$ cat src/rtl/alu_rr_sched_if.sv
// Request/response bundle between the requester blocks and alu_rr_sched.
// Packing: requester i uses [i*DATA_W +: DATA_W] for operands and [i*3 +: 3] for the opcode.
interface alu_rr_sched_if #(
  parameter int NUM_REQ = 4,
  parameter int DATA_W  = 8,
  parameter int ID_W    = $clog2(NUM_REQ)
);
  logic [NUM_REQ-1:0]        req_valid;
  logic [NUM_REQ-1:0]        req_ready;
  logic [NUM_REQ*DATA_W-1:0] req_a;
  logic [NUM_REQ*DATA_W-1:0] req_b;
  logic [NUM_REQ*3-1:0]      req_sel;
  logic [NUM_REQ-1:0]        rsp_valid;
  logic [NUM_REQ-1:0]        rsp_ready;
  logic [DATA_W-1:0]         rsp_data;
  logic                      rsp_zero;
  logic [ID_W-1:0]           rsp_id;

  modport master (
    output req_valid, req_a, req_b, req_sel, rsp_ready,
    input  req_ready, rsp_valid, rsp_data, rsp_zero, rsp_id
  );

  modport slave (
    input  req_valid, req_a, req_b, req_sel, rsp_ready,
    output req_ready, rsp_valid, rsp_data, rsp_zero, rsp_id
  );
endinterface

$ cat src/rtl/alu_rr_sched.sv
// Round-robin scheduler sharing one registered ALU between NUM_REQ requesters.
// Optional macro ALU_SCHED_PERF_EN adds saturating op_count/stall_count outputs.
module alu_rr_sched #(
  parameter int NUM_REQ = 4,
  parameter int DATA_W  = 8,
  parameter int ID_W    = $clog2(NUM_REQ)
) (
  input  logic              clk,
  input  logic              rst,
  alu_rr_sched_if.slave     bus,
  output logic [DATA_W-1:0] alu_a,
  output logic [DATA_W-1:0] alu_b,
  output logic [2:0]        alu_sel,
  input  logic [DATA_W-1:0] alu_out,
  input  logic              alu_zero,
`ifdef ALU_SCHED_PERF_EN
  output logic [15:0]       op_count,
  output logic [15:0]       stall_count,
`endif
  output logic              busy
);
  localparam int unsigned NR = NUM_REQ;

  typedef enum logic [1:0] {IDLE, ISSUE, WAIT, RESP} state_t;

  state_t            state;
  logic [ID_W-1:0]   rr_ptr;
  logic [ID_W-1:0]   gnt_id;
  logic [ID_W-1:0]   arb_id;
  logic [ID_W-1:0]   cand_id;
  logic              arb_found;
  logic [DATA_W-1:0] arb_a;
  logic [DATA_W-1:0] arb_b;
  logic [2:0]        arb_sel;

  // Search upward from rr_ptr+1 so the last winner has lowest priority.
  always_comb begin
    arb_found = 1'b0;
    arb_id    = '0;
    cand_id   = '0;
    for (int unsigned i = 1; i <= NR; i++) begin
      cand_id = ID_W'((32'(rr_ptr) + i) % NR);
      if (!arb_found && bus.req_valid[cand_id]) begin
        arb_found = 1'b1;
        arb_id    = cand_id;
      end
    end
  end

  always_comb begin
    arb_a   = '0;
    arb_b   = '0;
    arb_sel = '0;
    for (int unsigned i = 0; i < NR; i++) begin
      if (ID_W'(i) == arb_id) begin
        arb_a   = bus.req_a[i*DATA_W +: DATA_W];
        arb_b   = bus.req_b[i*DATA_W +: DATA_W];
        arb_sel = bus.req_sel[i*3 +: 3];
      end
    end
  end

  // Gated by rst so nothing is accepted while reset is held.
  always_comb begin
    bus.req_ready = '0;
    if (!rst && state == IDLE && arb_found)
      bus.req_ready[arb_id] = 1'b1;
  end

  // alu_a/b/sel double as the operand latch: loaded at grant, held until the next grant.
  always_ff @(posedge clk or posedge rst) begin
    if (rst) begin
      state         <= IDLE;
      rr_ptr        <= ID_W'(NUM_REQ - 1);
      gnt_id        <= '0;
      alu_a         <= '0;
      alu_b         <= '0;
      alu_sel       <= '0;
      bus.rsp_valid <= '0;
      bus.rsp_data  <= '0;
      bus.rsp_zero  <= 1'b0;
      bus.rsp_id    <= '0;
      busy          <= 1'b0;
    end else begin
      case (state)
        IDLE: begin
          if (arb_found) begin
            alu_a   <= arb_a;
            alu_b   <= arb_b;
            alu_sel <= arb_sel;
            gnt_id  <= arb_id;
            rr_ptr  <= arb_id;
            busy    <= 1'b1;
            state   <= ISSUE;
          end
        end
        ISSUE: state <= WAIT;
        WAIT: begin
          bus.rsp_data  <= alu_out;
          bus.rsp_zero  <= alu_zero;
          bus.rsp_id    <= gnt_id;
          bus.rsp_valid <= NUM_REQ'(1) << gnt_id;
          state         <= RESP;
        end
        RESP: begin
          if (bus.rsp_ready[gnt_id]) begin
            bus.rsp_valid <= '0;
            busy          <= 1'b0;
            state         <= IDLE;
          end
        end
        default: state <= IDLE;
      endcase
    end
  end

`ifdef ALU_SCHED_PERF_EN
  always_ff @(posedge clk or posedge rst) begin
    if (rst) begin
      op_count    <= '0;
      stall_count <= '0;
    end else if (state == RESP) begin
      if (bus.rsp_ready[gnt_id]) begin
        if (op_count != '1) op_count <= op_count + 16'd1;
      end else begin
        if (stall_count != '1) stall_count <= stall_count + 16'd1;
      end
    end
  end
`endif

endmodule

$ cat src/flat_wrapper.sv
// flat-port wrapper written by rule: the top's interface ports become plain ports
module alu_rr_sched_flat 
#(
  parameter int NUM_REQ = 4,
  parameter int DATA_W  = 8,
  parameter int ID_W    = $clog2(NUM_REQ)
)
  (clk, rst, alu_a, alu_b, alu_sel, alu_out, alu_zero, busy, bus_req_valid, bus_req_a, bus_req_b, bus_req_sel, bus_rsp_ready, bus_req_ready, bus_rsp_valid, bus_rsp_data, bus_rsp_zero, bus_rsp_id);
  alu_rr_sched_if #(.NUM_REQ(NUM_REQ), .DATA_W(DATA_W), .ID_W(ID_W)) bus_i ();
  input  logic clk;
  input  logic rst;
  output logic [DATA_W-1:0] alu_a;
  output logic [DATA_W-1:0] alu_b;
  output logic [2:0] alu_sel;
  input  logic [DATA_W-1:0] alu_out;
  input  logic alu_zero;
  output logic busy;
  input wire logic [$bits(bus_i.req_valid)-1:0] bus_req_valid;
  input wire logic [$bits(bus_i.req_a)-1:0] bus_req_a;
  input wire logic [$bits(bus_i.req_b)-1:0] bus_req_b;
  input wire logic [$bits(bus_i.req_sel)-1:0] bus_req_sel;
  input wire logic [$bits(bus_i.rsp_ready)-1:0] bus_rsp_ready;
  output wire logic [$bits(bus_i.req_ready)-1:0] bus_req_ready;
  output wire logic [$bits(bus_i.rsp_valid)-1:0] bus_rsp_valid;
  output wire logic [$bits(bus_i.rsp_data)-1:0] bus_rsp_data;
  output wire logic [$bits(bus_i.rsp_zero)-1:0] bus_rsp_zero;
  output wire logic [$bits(bus_i.rsp_id)-1:0] bus_rsp_id;
  assign bus_i.req_valid = bus_req_valid;
  assign bus_i.req_a = bus_req_a;
  assign bus_i.req_b = bus_req_b;
  assign bus_i.req_sel = bus_req_sel;
  assign bus_i.rsp_ready = bus_rsp_ready;
  assign bus_req_ready = bus_i.req_ready;
  assign bus_rsp_valid = bus_i.rsp_valid;
  assign bus_rsp_data = bus_i.rsp_data;
  assign bus_rsp_zero = bus_i.rsp_zero;
  assign bus_rsp_id = bus_i.rsp_id;
  alu_rr_sched #(.NUM_REQ(NUM_REQ), .DATA_W(DATA_W), .ID_W(ID_W)) u_core (.clk(clk), .rst(rst), .bus(bus_i), .alu_a(alu_a), .alu_b(alu_b), .alu_sel(alu_sel), .alu_out(alu_out), .alu_zero(alu_zero), .busy(busy));
endmodule
$ cat config.mk
export PLATFORM = sky130hd
export DESIGN_NAME = alu_rr_sched_flat
export DESIGN_NICKNAME = d
export VERILOG_FILES = /design/src/rtl/alu_rr_sched_if.sv /design/src/rtl/alu_rr_sched.sv /design/src/flat_wrapper.sv
export SDC_FILE = /design/constraint.sdc
export NUM_CORES = 1
export LEC_CHECK = 0
export ABC_AREA = 1
export CAP_MARGIN = 20
export CORE_MARGIN = 1
export CORE_UTILIZATION = 30
export DETAILED_ROUTE_END_ITERATION = 6
export MAX_ROUTING_LAYER = met4
export SLEW_MARGIN = 10
export SYNTH_ARGS = -nofsm -noshare
export SYNTH_HDL_FRONTEND = slang
export SYNTH_SLANG_ARGS = --single-unit
export TNS_END_PERCENT = 5
$ cat constraint.sdc
create_clock -name clk -period 2.9 [get_ports clk]
set_clock_uncertainty 0.2 [all_clocks]
set_input_delay 0.29 -clock clk [delete_from_list [all_inputs] [get_ports clk]]
set_output_delay 0.29 -clock clk [all_outputs]
set_load 0.02 [all_outputs]
==> impl_results.md <==
* Drc violations at 0
* Synth top area share at 37.5%
* Largest family of logic cells by synthesized area: simple AND/OR/NAND/NOR gates
* Post-Synth Adder-Cell Area at 1.92%
* Total wire length at 8270 um
* Worst-path clk slew at 80 ps
* H-Tree Depth at 2
* Fmax at 0.364 GHz
* Area leader, netlist: dfrtp_1
* Setup crit end kind: primary output
* Synth Area in Compound Gates at 3.71%
* FF+latch count, synth at 41
* Critical path data required time at 2410 ps
* CTS buffer count at 5
* Post-Synthesis Net Count at 440
* Vias at 2873
* Fillers at 788
* WP data arrival at 2260 ps
* Initial antenna violation count at 0
* Post-route ant nets at 0
* Leakage at 0.00190 uW
* Worst skew pair latency at 290 ps
* Setup TNS at 0 ps
* Pwr Total at 5480 uW
* Setup slack at placement at 23.6 ps
* Tcrit/Tclk final at 94.7%
* Proportion of layout cells with a drive suffix above 1 at 13.0%
* Initial core utilization at 31.3%
* Top Ports at 134
* Seq/Total Area, Yosys at 39.6%
* Largest net degree at the start of global routing at 42
* Cell Area, Synth at 0.00260 mm2
* # rows at 33
* Vias in the first global route at 2783
* Die area at 0.00904 mm2
* Slowest CP cell: dfstp_2
* RSZ-0062 raised after global routing: false
* Worst-Margin Slew at 593 ps
* Layout area overhead at 61.1%
* Routed len/inst at 14.2 um
* CP max stage delay at 570 ps
* Critical path fanouts, max at 9
* Die W at 95.1 um
* Syn_area_per_cell at 7.62 um2
* First-pass DRT Iterations at 4
* Core box area at 0.00830 mm2
* PwrDens at 1310 mW/mm2
* Clock tree buffer depth at 2
* Synth cell types at 28
* Initial DRC count at 101
* Warnings from Yosys at 0
* Final Hold Fails at 0
* Cell Chain, Critical Path: inv_2 -> nand2_1 -> nand2_1 -> nand2_1 -> nand2_1 -> nand2_1 -> nand2_1 -> nor2_2 -> nand2_4 -> nand2_4 -> nand2_1 -> nor2_1 -> dlygate4sd2_1
* Port Buffer Count at 133
* GR Overflow Total at 0
* Hold Crit Class: in2async
* Worst slew margin at 60.4%
* Die Span Y at 95.1 um
* Number of max-cap violations at 0
* Status: completed
* Crit path kind: reg2out
* Syn Inst Count at 341
* Via-to-Cell Ratio at 4.94
* Synth area leaders: dfrtp_1 38%, nand2_1 16%, nand4_1 9.6%, nand3_1 7.9%, mux2_2 3.9%
* Startpoint types: flop
* Final setup fails at 0
* Pins Over Slew Limit at 0
* Post-Synth Simple-Gate Area at 43.5%
* Peak VDD IR at 0.000571 V
* Clock sink count at 41
* GPL Wtd Cong at 0.840
* Hold Buf Count CTS at 0
* CTS tree: built
* Final Critical Period at 2750 ps
* Crit path top cell by count: nand2_1
* Ant. Diodes at 0
* Hpwl dp at 6140 um
* Post-synthesis mux area share at 3.90%
* Root buf cell: clkbuf_8
* Final worst slack at 155 ps
* XOR/XNOR Fraction of Synth Area at 0%
* Tot GR Track Use at 19.0%
* Global-route wire length before repair at 12800 um
* Final net count at 574
## metal layers
metal  wire length, um  vias up  share of wire (%)  track usage [%]
met3               475       15                5.7             3.11
met4               159        0                1.9             6.82
met5                 0        -                  0                -
met1              3410     1319                 41             21.0
li1                  -     1426                  -                -
met2              4230      113                 51             34.1
## cell usage in the layout (no fill, tap or decap), types with 2 or more instances in the layout
cell,instances
nand3_2,2
mux2_2,9
nor2_2,2
dfstp_2,2
nand4_1,40
ha_1,4
inv_2,3
dfrtp_1,39
buf_4,12
nor2_1,9
nand2_4,4
nand2_1,109
dlygate4sd2_1,3
nand2_2,17
o21ai_0,12
inv_1,15
o21ai_1,2
bufinv_16,2
nand3_1,41
clkdlybuf4s50_1,129
a21oi_1,4
clkbuf_8,5
nor3_1,3
## metrics by stage
stage	hold slack (ps)	area, um2	util (%)	cells
2_1_floorplan	242	2600	-	341
3_3_place_gp	261	4040	48.6	571
3_5_place_dp	265	4040	48.6	571
4_1_cts	277	4170	50.2	579
5_1_grt	305	4190	50.5	581
6_report	251	4190	50.5	581
## flip-flops by register name, summed over array words and instances, names as in the netlist
| signal | count |
|---|---|
| u_core.bus.rsp_data | 8 |
| u_core.bus.rsp_id | 2 |
| u_core.rr_ptr | 2 |
| u_core.alu_b | 8 |
| u_core.bus.rsp_valid | 4 |
| u_core.busy | 1 |
| u_core.alu_a | 8 |
| u_core.alu_sel | 3 |
| u_core.state | 2 |
| u_core.bus.rsp_zero | 1 |
| u_core.gnt_id | 2 |
## power by group
part	switching, uW	internal, uW	total (uW)
registers	159	862	1020
clock network	207	346	553
logic	2390	1520	3910
## final timing paths
path	depth (start not counted)	to	start	slack, ps
worst max register to register	17	u_core.alu_b[1]$_DFFE_PP0P_	u_core.rr_ptr[0]$_DFFE_PP1P_	280
worst min-delay path	3	u_core.bus.rsp_data[2]$_DFFE_PP0P_	rst	250
min in group clk	2	u_core.alu_a[3]$_DFFE_PP0P_	u_core.alu_a[3]$_DFFE_PP0P_	280
worst min register to register	2	u_core.alu_a[3]$_DFFE_PP0P_	u_core.alu_a[3]$_DFFE_PP0P_	280
worst max-delay path	13	bus_req_ready[3]	u_core.rr_ptr[0]$_DFFE_PP1P_	150
max in group asynchronous	3	u_core.rr_ptr[0]$_DFFE_PP1P_	rst	1850
## layout make-up
class	instances	area, um2	share of cell area, %
multi-input cells	262	1380	33.0
clock inverters	3	68.8	1.64
inverters	19	71.3	1.70
flip-flops and latches	41	1030	24.6
well taps	105	131	3.14
clock buffers	5	68.8	1.64
repair buffers	146	1440	34.3
## timing repair
action | 4_1_cts | 5_1_grt
endpoints found under the setup margin | 4 | 4
setup buffers | 0 | 2
pin swaps | 0 | 0
resized for setup | 5 | 2
## synth_stat cells, drive strengths merged
cell / number
mux2: 9
clkbuf: 7
nand2: 130
or2: 1
a21oi: 4
o21ai: 14
buf: 12
clkinv: 1
nor2: 13
nand3: 43
dfstp: 2
inv: 18
nor3: 3
o22ai: 1
ha: 4
nand4: 40
dfrtp: 39
## cell families after synthesis
logic type	after synthesis
buffers and inverters	38
AOI/OAI and AO/OA	19
and+or+nand+nor	230
adders and majority gates	4
muxes	9
DFF	41
## worst max-delay path: cells and delay by family, from the launching register on
kind	cells	cell delay (ps)
buffers and inverters	2	440
DFF	1	570
and+or+nand+nor	11	950
(Power assumes the default switching activity.)
